[src/rtl/ser_rr_arbiter.sv]
// Round-robin arbiter sharing one 16-bit serializer among N_REQ requesters.
// One word is granted at a time; completion is tracked through the serializer busy flag.
//
// state      | meaning
// IDLE       | arbitrate and accept the winner in the grant cycle
// ISSUE      | wait for the serializer to be idle, then pulse the load strobe
// WAIT_START | expect busy to rise after the load, else flag an error
// WAIT_DONE  | wait for busy to fall, then report done to the owner
module ser_rr_arbiter #(
    parameter  int N_REQ = 4,
    localparam int ID_W  = (N_REQ > 1) ? $clog2(N_REQ) : 1
) (
    input  logic                  clk_i,
    input  logic                  arst_i,
    input  logic [16*N_REQ-1:0]   req_data_i,
    input  logic [4*N_REQ-1:0]    req_mod_i,
    input  logic [N_REQ-1:0]      req_val_i,
    output logic [N_REQ-1:0]      req_ready_o,
    output logic [15:0]           ser_data_o,
    output logic [3:0]            ser_mod_o,
    output logic                  ser_val_o,
    input  logic                  ser_busy_i,
    output logic [ID_W-1:0]       owner_o,
    output logic                  owner_val_o,
    output logic [N_REQ-1:0]      done_o,
    output logic [N_REQ-1:0]      drop_o,
    output logic                  err_o
);

    typedef enum logic [1:0] {
        S_IDLE,
        S_ISSUE,
        S_WAIT_START,
        S_WAIT_DONE
    } state_t;

    localparam logic [ID_W:0]    N_EXT  = (ID_W+1)'(N_REQ);
    localparam logic [N_REQ-1:0] OH_ONE = N_REQ'(1);

    state_t           r_state;
    state_t           w_state_nxt;
    logic [ID_W-1:0]  r_last;
    logic [ID_W-1:0]  r_owner;
    logic [ID_W-1:0]  w_win;
    logic             w_any;
    logic             w_accept;
    logic             w_illegal;
    logic [N_REQ-1:0] w_win_oh;
    logic [15:0]      w_win_data;
    logic [3:0]       w_win_mod;
    logic [15:0]      r_ser_data;
    logic [3:0]       r_ser_mod;
    logic [N_REQ-1:0] r_done;
    logic [N_REQ-1:0] r_drop;

    // Search last+1, last+2, ... with the index wrapped back into 0..N_REQ-1.
    always_comb begin : arbitrate
        logic [ID_W:0] v_idx;
        v_idx = '0;
        w_any = 1'b0;
        w_win = '0;
        for (int i = 1; i <= N_REQ; i++) begin
            v_idx = {1'b0, r_last} + (ID_W+1)'(i);
            if (v_idx >= N_EXT) begin
                v_idx = v_idx - N_EXT;
            end
            if (!w_any && req_val_i[v_idx[ID_W-1:0]]) begin
                w_any = 1'b1;
                w_win = v_idx[ID_W-1:0];
            end
        end
    end

    assign w_win_oh   = OH_ONE << w_win;
    assign w_win_data = req_data_i[16*w_win +: 16];
    assign w_win_mod  = req_mod_i[4*w_win +: 4];
    assign w_illegal  = (w_win_mod == 4'd1) || (w_win_mod == 4'd2);
    assign w_accept   = (r_state == S_IDLE) && w_any && !arst_i;

    always_ff @(posedge clk_i or posedge arst_i) begin
        if (arst_i) begin
            r_state <= S_IDLE;
        end else begin
            r_state <= w_state_nxt;
        end
    end

    always_comb begin
        w_state_nxt = r_state;
        unique case (r_state)
            S_IDLE: begin
                if (w_accept && !w_illegal) begin
                    w_state_nxt = S_ISSUE;
                end
            end
            S_ISSUE: begin
                if (!ser_busy_i) begin
                    w_state_nxt = S_WAIT_START;
                end
            end
            S_WAIT_START: begin
                w_state_nxt = ser_busy_i ? S_WAIT_DONE : S_IDLE;
            end
            S_WAIT_DONE: begin
                if (!ser_busy_i) begin
                    w_state_nxt = S_IDLE;
                end
            end
            default: w_state_nxt = S_IDLE;
        endcase
    end

    always_comb begin
        req_ready_o = w_accept ? w_win_oh : '0;
        ser_val_o   = (r_state == S_ISSUE) && !ser_busy_i;
        owner_val_o = (r_state != S_IDLE);
        err_o       = (r_state == S_WAIT_START) && !ser_busy_i;
    end

    // Illegal codes never touch the serializer-facing registers or the owner.
    always_ff @(posedge clk_i or posedge arst_i) begin
        if (arst_i) begin
            r_last     <= ID_W'(N_REQ - 1);
            r_owner    <= '0;
            r_ser_data <= '0;
            r_ser_mod  <= '0;
            r_done     <= '0;
            r_drop     <= '0;
        end else begin
            r_done <= '0;
            r_drop <= '0;
            if (w_accept) begin
                r_last <= w_win;
                if (w_illegal) begin
                    r_drop <= w_win_oh;
                end else begin
                    r_ser_data <= w_win_data;
                    r_ser_mod  <= w_win_mod;
                    r_owner    <= w_win;
                end
            end
            if ((r_state == S_WAIT_DONE) && !ser_busy_i) begin
                r_done <= OH_ONE << r_owner;
            end
        end
    end

    assign ser_data_o = r_ser_data;
    assign ser_mod_o  = r_ser_mod;
    assign owner_o    = r_owner;
    assign done_o     = r_done;
    assign drop_o     = r_drop;

endmodule

[config.mk]
export PLATFORM = sky130hd
export DESIGN_NAME = ser_rr_arbiter
export DESIGN_NICKNAME = d
export VERILOG_FILES = /design/src/rtl/ser_rr_arbiter.sv
export SDC_FILE = /design/constraint.sdc
export NUM_CORES = 1
export LEC_CHECK = 0
export CAP_MARGIN = 40
export CORE_ASPECT_RATIO = 0.7
export CORE_MARGIN = 3
export CORE_UTILIZATION = 39
export CTS_BUF_LIST = sky130_fd_sc_hd__clkbuf_8
export CTS_CLUSTER_SIZE = 30
export DETAILED_ROUTE_END_ITERATION = 6
export MAX_ROUTING_LAYER = met4
export PLACE_DENSITY = 0.83
export SLEW_MARGIN = 20
export SYNTH_ARGS = -nofsm -noshare
export SYNTH_HDL_FRONTEND = slang
export SYNTH_SLANG_ARGS = --single-unit
[constraint.sdc]
create_clock -name clk_i -period 3.6 [get_ports clk_i]
set_input_delay 0.9 -clock clk_i [delete_from_list [all_inputs] [get_ports clk_i]]
set_output_delay 0.9 -clock clk_i [all_outputs]
set_load 0.02 [all_outputs]
Word-level counts from Yosys, hierarchy flattened
Cells that the tools add are included.
- word-level logic and storage cells: 85
- bits in writable memories: 0
- bits in registers: 34
- bits of input ports: 87
- bits in latches: 0
- memories kept: 0
- ROM bits: 0
- eq/ne operators: 8
- bitwise gates (word level): 1
- reduce and logical (&&, ||, !) cells: 20
- mux-type cells: 29
- div/mod/pow operators: 0
- shift-type cells: 4
- add/sub/neg operators: 8
- $lt $le $gt $ge: 8
- multipliers: 0
- operators with widths (kind ; count):
    indexed part select 64 x 7 -> 16 bit ; 1
    2-to-1 mux 2 bit ; 12
    2-to-1 mux 4 bit ; 4
    indexed part select 16 x 5 -> 4 bit ; 1
    greater-or-equal comparator 3 bit (second input constant) ; 4
    < comparator 2 x 3 -> 1 bit (second input constant) ; 4
    logical AND 1 bit ; 9
    binary-select mux 1 bit (select 2 bit) ; 4
    2-to-1 mux 1 bit ; 8
    one-hot mux 2 bit (4 select lines) ; 1
    left shift 1 x 2 -> 4 bit (first input constant) ; 2
    subtractor 2 x 1 -> 2 bit (second input constant) ; 4
    adder 2 x 2 -> 3 bit (second input constant) ; 2
    logical NOT 1 bit ; 6
    == test 2 bit (second input constant) ; 2
    == test 4 x 1 -> 1 bit (second input constant) ; 1
    == test 4 x 2 -> 1 bit (second input constant) ; 1
    != test 2 bit (second input constant) ; 2
    adder 2 x 1 -> 3 bit (second input constant) ; 1
    adder 2 x 3 -> 3 bit (second input constant) ; 1
    AND reduction 3 bit ; 1
    == test 2 x 1 -> 1 bit (second input constant) ; 1
    logical NOT 2 bit ; 1
    != test 2 x 1 -> 1 bit (second input constant) ; 1
    other kinds (4) ; 4

Depth between registers and ports, before layout
Gate-level depths: netlist (run 1).
- depth after elaboration: 22
- depth in mapped cells: 9

Worst setup path before layout (run 1)
OpenSTA, ideal clock, no wires.
- path type: in2out
- start: input req_val_i[3]
- end: output req_ready_o[2]
- required time: 2700 ps
- slack: -4 ps
- arrival time: 2704 ps
- path buffers: 3
- stages: 8
- path through: or2b_1 > o211ai_1 > o221a_2 > buf_2 > buf_1 > clkbuf_1 > nand2_1 > nor2_1
- cells in the longest elaborated chain, start to end: 15
- ends and longest elaborated chain (what ; line ; RTL):
    from (decl) ; 17 ; input logic [N_REQ-1:0] req_val_i,
    binary-select mux 1 bit (select 2 bit) ; 67 ; if (!w_any && req_val_i[v_idx[ID_W-1:0]]) begin
    2-to-1 mux 1 bit (not written as such) ; 67 ;
    2-to-1 mux 1 bit ; 67 ;
    logical NOT 1 bit ; 67 ;
    logical AND 1 bit ; 67 ;
    2-to-1 mux 1 bit ; 67 ;
    logical NOT 1 bit ; 67 ;
    logical AND 1 bit ; 67 ;
    2-to-1 mux 1 bit ; 67 ;
    logical NOT 1 bit ; 67 ;
    logical AND 1 bit ; 67 ;
    2-to-1 mux 1 bit ; 67 ;
    logical AND 1 bit (2 in series) ; 78 ; assign w_accept = (r_state == S_IDLE) && w_any && !arst_i;
    2-to-1 mux 4 bit * ; 114 ; req_ready_o = w_accept ? w_win_oh : '0;
    to (decl) ; 18 ; output logic [N_REQ-1:0] req_ready_o,
Mark *: on every way between the ends. The rest lies on a longest branch, timed or not. The select of a mux whose other input is x is not followed.

Worst setup path after layout (run 1)
- start: input req_val_i[0]
- end: output req_ready_o[0]
Same word-level chain as after synthesis.

==> results of run 1 <==
-- report_power, final --
| part | internal (mW) | total (mW) | leakage, nW | switching (mW) |
|---|---|---|---|---|
| Combinational | 0.950 | 1.76 | 1.22 | 0.805 |
| Clock | 0.295 | 0.429 | 0.0714 | 0.133 |
| Sequential | 0.550 | 0.674 | 0.416 | 0.124 |
| Total | 1.80 | 2.86 | 1.70 | 1.06 |
-- critical path: cells and delay by family --
kind / cells / cell delay [ns]
AND/OR/NAND/NOR: 2 / 0.29
AO/OA/AOI/OAI: 1 / 0.29
buffers and inverters: 4 / 1.08
-- layer usage --
layer / GRT usage, % / part of all wire (%) / vias up
met1: 26.4 / 44 / 1055
met4: 4.86 / 0.48 / 0
met3: 6.57 / 8.6 / 4
li1: - / - / 1094
met5: - / 0 / -
met2: 34.5 / 46 / 105
-- repair_timing --
action                     4_1_cts  5_1_grt
pin swaps                        0        1
setup buffers                    0        3
resized for setup               17        9
setup endpoints to repair       23       27
-- cells in the mapped netlist --
cell type,instances
buf_6,2
o311ai_0,1
a31oi_1,16
mux2_4,16
buf_1,1
nand2_1,72
o211ai_1,1
mux2i_1,1
a211oi_4,1
clkinv_1,1
o221ai_1,1
a211o_1,1
nor3b_1,1
nor3_1,7
dfrtp_1,32
xor2_2,1
a211oi_1,1
dfstp_2,2
nand2b_1,2
nand2b_2,1
a21oi_1,2
o21ai_0,4
mux4_2,1
mux4_1,3
and3_1,18
buf_2,2
o221a_2,1
clkbuf_1,8
nor2_1,8
or2_2,1
a21oi_4,1
or2b_1,1
a21o_1,2
nand3_1,1
a21oi_2,1
inv_1,5
nor2b_1,2
a22o_1,1
o21ai_2,1
nand3b_1,1
mux2_2,3
-- flip-flops by register name (all words and copies together), names as in the netlist --
signal,cells
done_o,4
drop_o,4
owner_o,2
r_last,2
r_state,2
ser_data_o,16
ser_mod_o,4
-- worst max path at each step --
stage                      start             end  slack, ns  cells past startpoint
CTS                 req_val_i[1]  req_ready_o[0]      0.004                      8
detailed placement  req_val_i[1]  req_ready_o[0]      -0.38                      8
global placement    req_val_i[1]  req_ready_o[2]      -0.30                      9
finish              req_val_i[0]  req_ready_o[0]       0.13                      7
global route        req_val_i[0]  req_ready_o[0]      -0.01                      7
floorplan           req_val_i[3]  req_ready_o[2]     -0.004                      8
-- cell type report --
cell class	count	area, µm²	area share, %
timing repair buffer	156	1510	39.7
multi-input combinational	175	1180	31.1
sequential	34	853	22.5
tap	69	86.3	2.28
clock buffer	6	82.6	2.18
clock inverter	2	60.1	1.58
inverter	6	23.8	0.627
-- per-stage QoR --
step                      power [mW]  hold WS (ns)  util, %  setup TNS (ns)
after floorplan                 1.66         0.521        -        -0.00865
after global routing            3.04         0.504     75.6         -0.0125
after global placement          2.36         0.470     72.0           -5.23
final                           2.86         0.474     75.6               0
after CTS                       2.85         0.478     75.0               0
after detailed placement        2.40         0.469     72.0           -8.80
-- logic make-up (layout without fill, tap and decap cells) --
kind of cell,after synthesis,after routing
flip-flops,34,34
AO/OA/AOI/OAI,35,35
buffers and inverters,19,170
multiplexers,24,24
AND/OR/NAND/NOR,115,115
XOR/XNOR,1,1
==> results.yml, run 1 <==
status:
  status: "finished, final reports clean"
synth:
  synthMuxAreaShare_pct: 18.2
  synth_top_family_by_area: "simple AND/OR/NAND/NOR gates"
  synth_xor_area_share_pct: 0.767
  synth_simple_gate_area_share_pct: 24.3
  avgSynthCellArea_um2: 9.30
  syn_nets: 315
  synth_compound_area_share_pct: 12.3
  ys_top_cells_by_area: "dfrtp_1 38%, nand2_1 13%, mux2_4 11%"
  synth_area_um2: 2120
  ys_seq_elements: 34
  synth_top_area_share_pct: 37.8
  yosysWarnings: 0
  ys_seq_area_share_pct: 40.3
  synth_top_area_cell: "dfrtp_1"
  yosys.area_share.adder_pct: 0
  netlist_instances: 228
  post_synth_num_cell_types: 41
critical_path:
  r2r_end: "ser_data_o[15]"
  ff2ff_path_depth: 9
  path_max_fanout: 3
  timing.reg2reg.setup_slack_ns: 0.66
  required_ns: 2.70
  timing.rr.start: "r_last[0]"
  crit_chain: "clkdlybuf4s50_1 > nor3_1 > buf_4 > a211oi_4 > clkinv_2 > nor3_2 > clkdlybuf4s15_2"
  crit_path_top_delay_cell: "clkdlybuf4s50_1"
  max_stage_delay_ns: 0.52
  cp.arrival_ns: 2.57
  path_class: "in2out"
  cp-end-kind: "output port"
  start_kind: "primary input"
clocking:
  cts_tree: "done"
  numCtsBuffers: 5
  cts-root-buf: "clkbuf_8"
  holdBufCountCts: 0
  htreeDepth: 2
  worstSkewPairLatency_ns: 0.28
  clk_path_buf_depth: 2
  cts_num_sinks: 34
  path_clk_slew_ns: 0.07
timing:
  period_needed_ns: 3.47
  finalSetupViolations: 0
  hold_viol: 0
  setup_ws_ns: 0.133
  relSlewSlack_pct: 72.1
  worstMarginPinSlew_ns: 0.419
  fmax_mhz: 288
  fin_skew_ns: 0.00660
  fin_crit_sh_pct: 96.3
  slew_violations: 0
final_layout:
  drive_gt1_share_pct: 21.6
  fin_area_um2: 3790
  mostFrequentLayoutCells: "117 x clkdlybuf4s50_1, 72 x nand2_1, 32 x dfrtp_1"
  area_growth_pct: 78.9
  fin_nets: 465
  n_fill_cell: 363
  antenna_cells: 0
  final_common_cell: "clkdlybuf4s50_1"
  final_cells: 448
placed_design:
  dpl_cell_area_um2: 3610
  gp_congestion: 0.898
  dp_cells: 437
  place.port_buffers: 123
  post-place-ws_ns: -0.383
  hpwl_um: 5140
global_route:
  grt_max_degree: 35
  antenna_found_initial: 0
  grt_first_pass_wirelength_um: 10200
  grt_remaining_overflow: 0
  grt_pass1_vias: 2233
  grt_usage_pct: 21.3
route:
  drtAntennaViolNets: 0
  wl_um: 6510
  drt-pass1-iter-count: 4
  wire_per_inst_um: 14.5
  vias: 2258
  vias_per_cell: 5.04
  first_iter_violations: 54
  drc: 0
min_path:
  hp-start: "owner_o[0]"
  hold_end: "done_o[2]"
  holdPathStages: 1
  hp-class: "reg2reg"
power_and_ir_drop:
  pwr_density_cell_nw_per_um2: 753
  vdd_drop_max_mv: 0.334
  p_leak_nw: 1.70
floorplan:
  start_util_pct: 42.2
  fp-row-count: 21
  core_um2: 5020
  ios: 124
  die_h_um: 67.7
  dieArea_um2: 6370
  die_x_um: 94.1
run:
  maxCapViolCount: 0
(Power assumes the default switching activity.)
==> run 2, diff against run 1 <==
--- a/config.mk
+++ b/config.mk
@@ -10,7 +10,6 @@
 export CORE_MARGIN = 3
 export CORE_UTILIZATION = 39
 export CTS_BUF_LIST = sky130_fd_sc_hd__clkbuf_8
-export CTS_CLUSTER_SIZE = 30
 export DETAILED_ROUTE_END_ITERATION = 6
 export MAX_ROUTING_LAYER = met4
 export PLACE_DENSITY = 0.83
==> constraint.sdc (replaced) <==
create_clock -name clk_i -period 3.5 [get_ports clk_i]
set_input_delay 0.875 -clock clk_i [delete_from_list [all_inputs] [get_ports clk_i]]
set_output_delay 0.875 -clock clk_i [all_outputs]
set_load 0.02 [all_outputs]
==> run 2 against run 1 <==
Via count fell by 0.27%. Clock skew fell by 0.0031 ns. Flip-flop and latch count did not move. Clock power rose by 1%. Design area fell by 0.46%. Die area did not move. Worst hold slack improved by 0.036 ns. Routed wire length rose by 5.3%. Sequential power rose by 3.3%. Global-route usage rose by 0.74 points. First-iteration DRC count fell by 5.6%. Combinational power rose by 2%. Largest cell class unchanged.
==> results.yml, run 2 (same netlist as run 1, synthesis figures left out) <==
timing:
  finalSetupViolations: 0
  relSlewSlack_pct: 54.7
  fin_skew_ns: 0.00348
  period_needed_ns: 3.43
  worstMarginPinSlew_ns: 0.679
  hold_viol: 0
  whs_ns: 0.510
  fmax_mhz: 292
  slew_violations: 0
  rsz0062_at_grt: "no"
  fin_crit_sh_pct: 97.9
  setup_ws_ns: 0.0746
floorplan:
  core_um2: 5020
  die_x_um: 94.1
  start_util_pct: 42.2
  ios: 124
  dieArea_um2: 6370
  fp-row-count: 21
  die_h_um: 67.7
critical_path:
  cp.arrival_ns: 3.60
  required_ns: 3.68
  crit_chain: "clkdlybuf4s50_1 > buf_4 > nand2b_2 > a21oi_2 > a211oi_4 > buf_6 > mux4_2 > xor2_2 > a21oi_4 > buf_12 > mux2_2"
  start_kind: "primary input"
  path_class: "in2reg"
  cp-end-kind: "flip-flop"
  path_max_fanout: 14
  max_stage_delay_ns: 0.56
  crit_path_top_delay_cell: "mux4_2"
placed_design:
  place.port_buffers: 123
  hpwl_um: 5350
  post-place-ws_ns: -0.402
  gp_congestion: 0.908
clocking:
  worstSkewPairLatency_ns: 0.29
  clk_path_buf_depth: 2
  cts_tree: "done"
  numCtsBuffers: 5
  holdBufCountCts: 0
  cts-root-buf: "clkbuf_8"
  cts_num_sinks: 34
  path_clk_slew_ns: 0.07
  htreeDepth: 2
global_route:
  grt_max_degree: 35
  globalRouteMet3Util_pct: 7.68
  antenna_found_initial: 0
  grt_pass1_vias: 2247
  met2_usage_pct: 37.3
  grt_first_pass_wirelength_um: 10400
  grt-busiest-layer: "met2"
  grt_usage_pct: 22.0
  grt_remaining_overflow: 0
  use_met1_pct: 24.6
power_and_ir_drop:
  vdd_drop_max_mv: 0.385
  p_leak_nw: 1.69
  pwr_density_cell_nw_per_um2: 776
  totalPowerFinal_mw: 2.93
final_layout:
  largest_register_ffs: 16
  area_growth_pct: 78.1
  fin_nets: 461
  antenna_cells: 0
  n_fill_cell: 361
  drive_gt1_share_pct: 20.8
  final_common_cell: "clkdlybuf4s50_1"
  mostFrequentLayoutCells: "118 x clkdlybuf4s50_1, 72 x nand2_1, 32 x dfrtp_1"
  finish.utilization_pct: 75.2
route:
  vias_per_cell: 5.07
  vias: 2252
  drt-pass1-iter-count: 4
  drtAntennaViolNets: 0
  wl_um: 6860
  drc: 0
  first_iter_violations: 51
  wire_per_inst_um: 15.4
run:
  maxCapViolCount: 0
min_path:
  hp-class: "reg2reg"
status:
  status: "finished, final reports clean"
-- run 2: final timing paths --
check	slack [ns]	start	depth (start not counted)	end
worst max-delay path	0.07	req_val_i[1]	11	ser_mod_o[1]
worst min-delay path	0.51	ser_data_o[1]	1	ser_data_o[1]
worst max register to register	0.57	r_last[0]	9	ser_mod_o[1]
worst min register to register	0.51	ser_data_o[1]	1	ser_data_o[1]
max in group asynchronous	2.11	arst_i	3	r_last[1]
min in group asynchronous	1.06	arst_i	3	ser_mod_o[2]
-- run 2: cell type report --
type / instances / area [µm²] / area share (%)
clock inverters: 3 / 68.8 / 1.82
inverters: 6 / 22.5 / 0.597
clock buffers: 5 / 68.8 / 1.82
repair buffers: 152 / 1470 / 39.0
well taps: 69 / 86.3 / 2.29
multi-input cells: 175 / 1200 / 31.9
flip-flops and latches: 34 / 853 / 22.6
-- run 2: timing repair --
action	CTS	global route
buffers inserted	0	1
pin swaps	0	2
setup endpoints to repair	24	23
gates resized for setup	20	8
-- run 2: power by group --
| part | internal [mW] | switching [mW] | leakage [nW] |
|---|---|---|---|
| combinational | 0.953 | 0.846 | 1.21 |
| sequential | 0.565 | 0.131 | 0.416 |
| clock | 0.285 | 0.149 | 0.0683 |
| total | 1.80 | 1.13 | 1.69 |
-- run 2: critical path, delay by kind of cell --
kind,cells,cell delay (ns)
XOR/XNOR,1,0.23
AO/OA/AOI/OAI,3,0.55
buffers and inverters,4,0.95
AND/OR/NAND/NOR,1,0.08
multiplexers,2,0.90
-- run 2: through the flow --
step                      area, µm²  std cells  setup TNS (ns)
after floorplan                2120        228          -0.109
after global placement         3600        435           -7.48
after detailed placement       3600        435           -9.64
after global routing           3770        444               0
final                          3770        444               0
after CTS                      3740        443        -0.00686
-- run 2: per-layer routing --
layer  vias to the layer above  share of wire, %
met5                         -                 0
met3                         9               9.2
met4                         0               1.3
met2                       103                48
li1                       1084                 -
met1                      1056                42
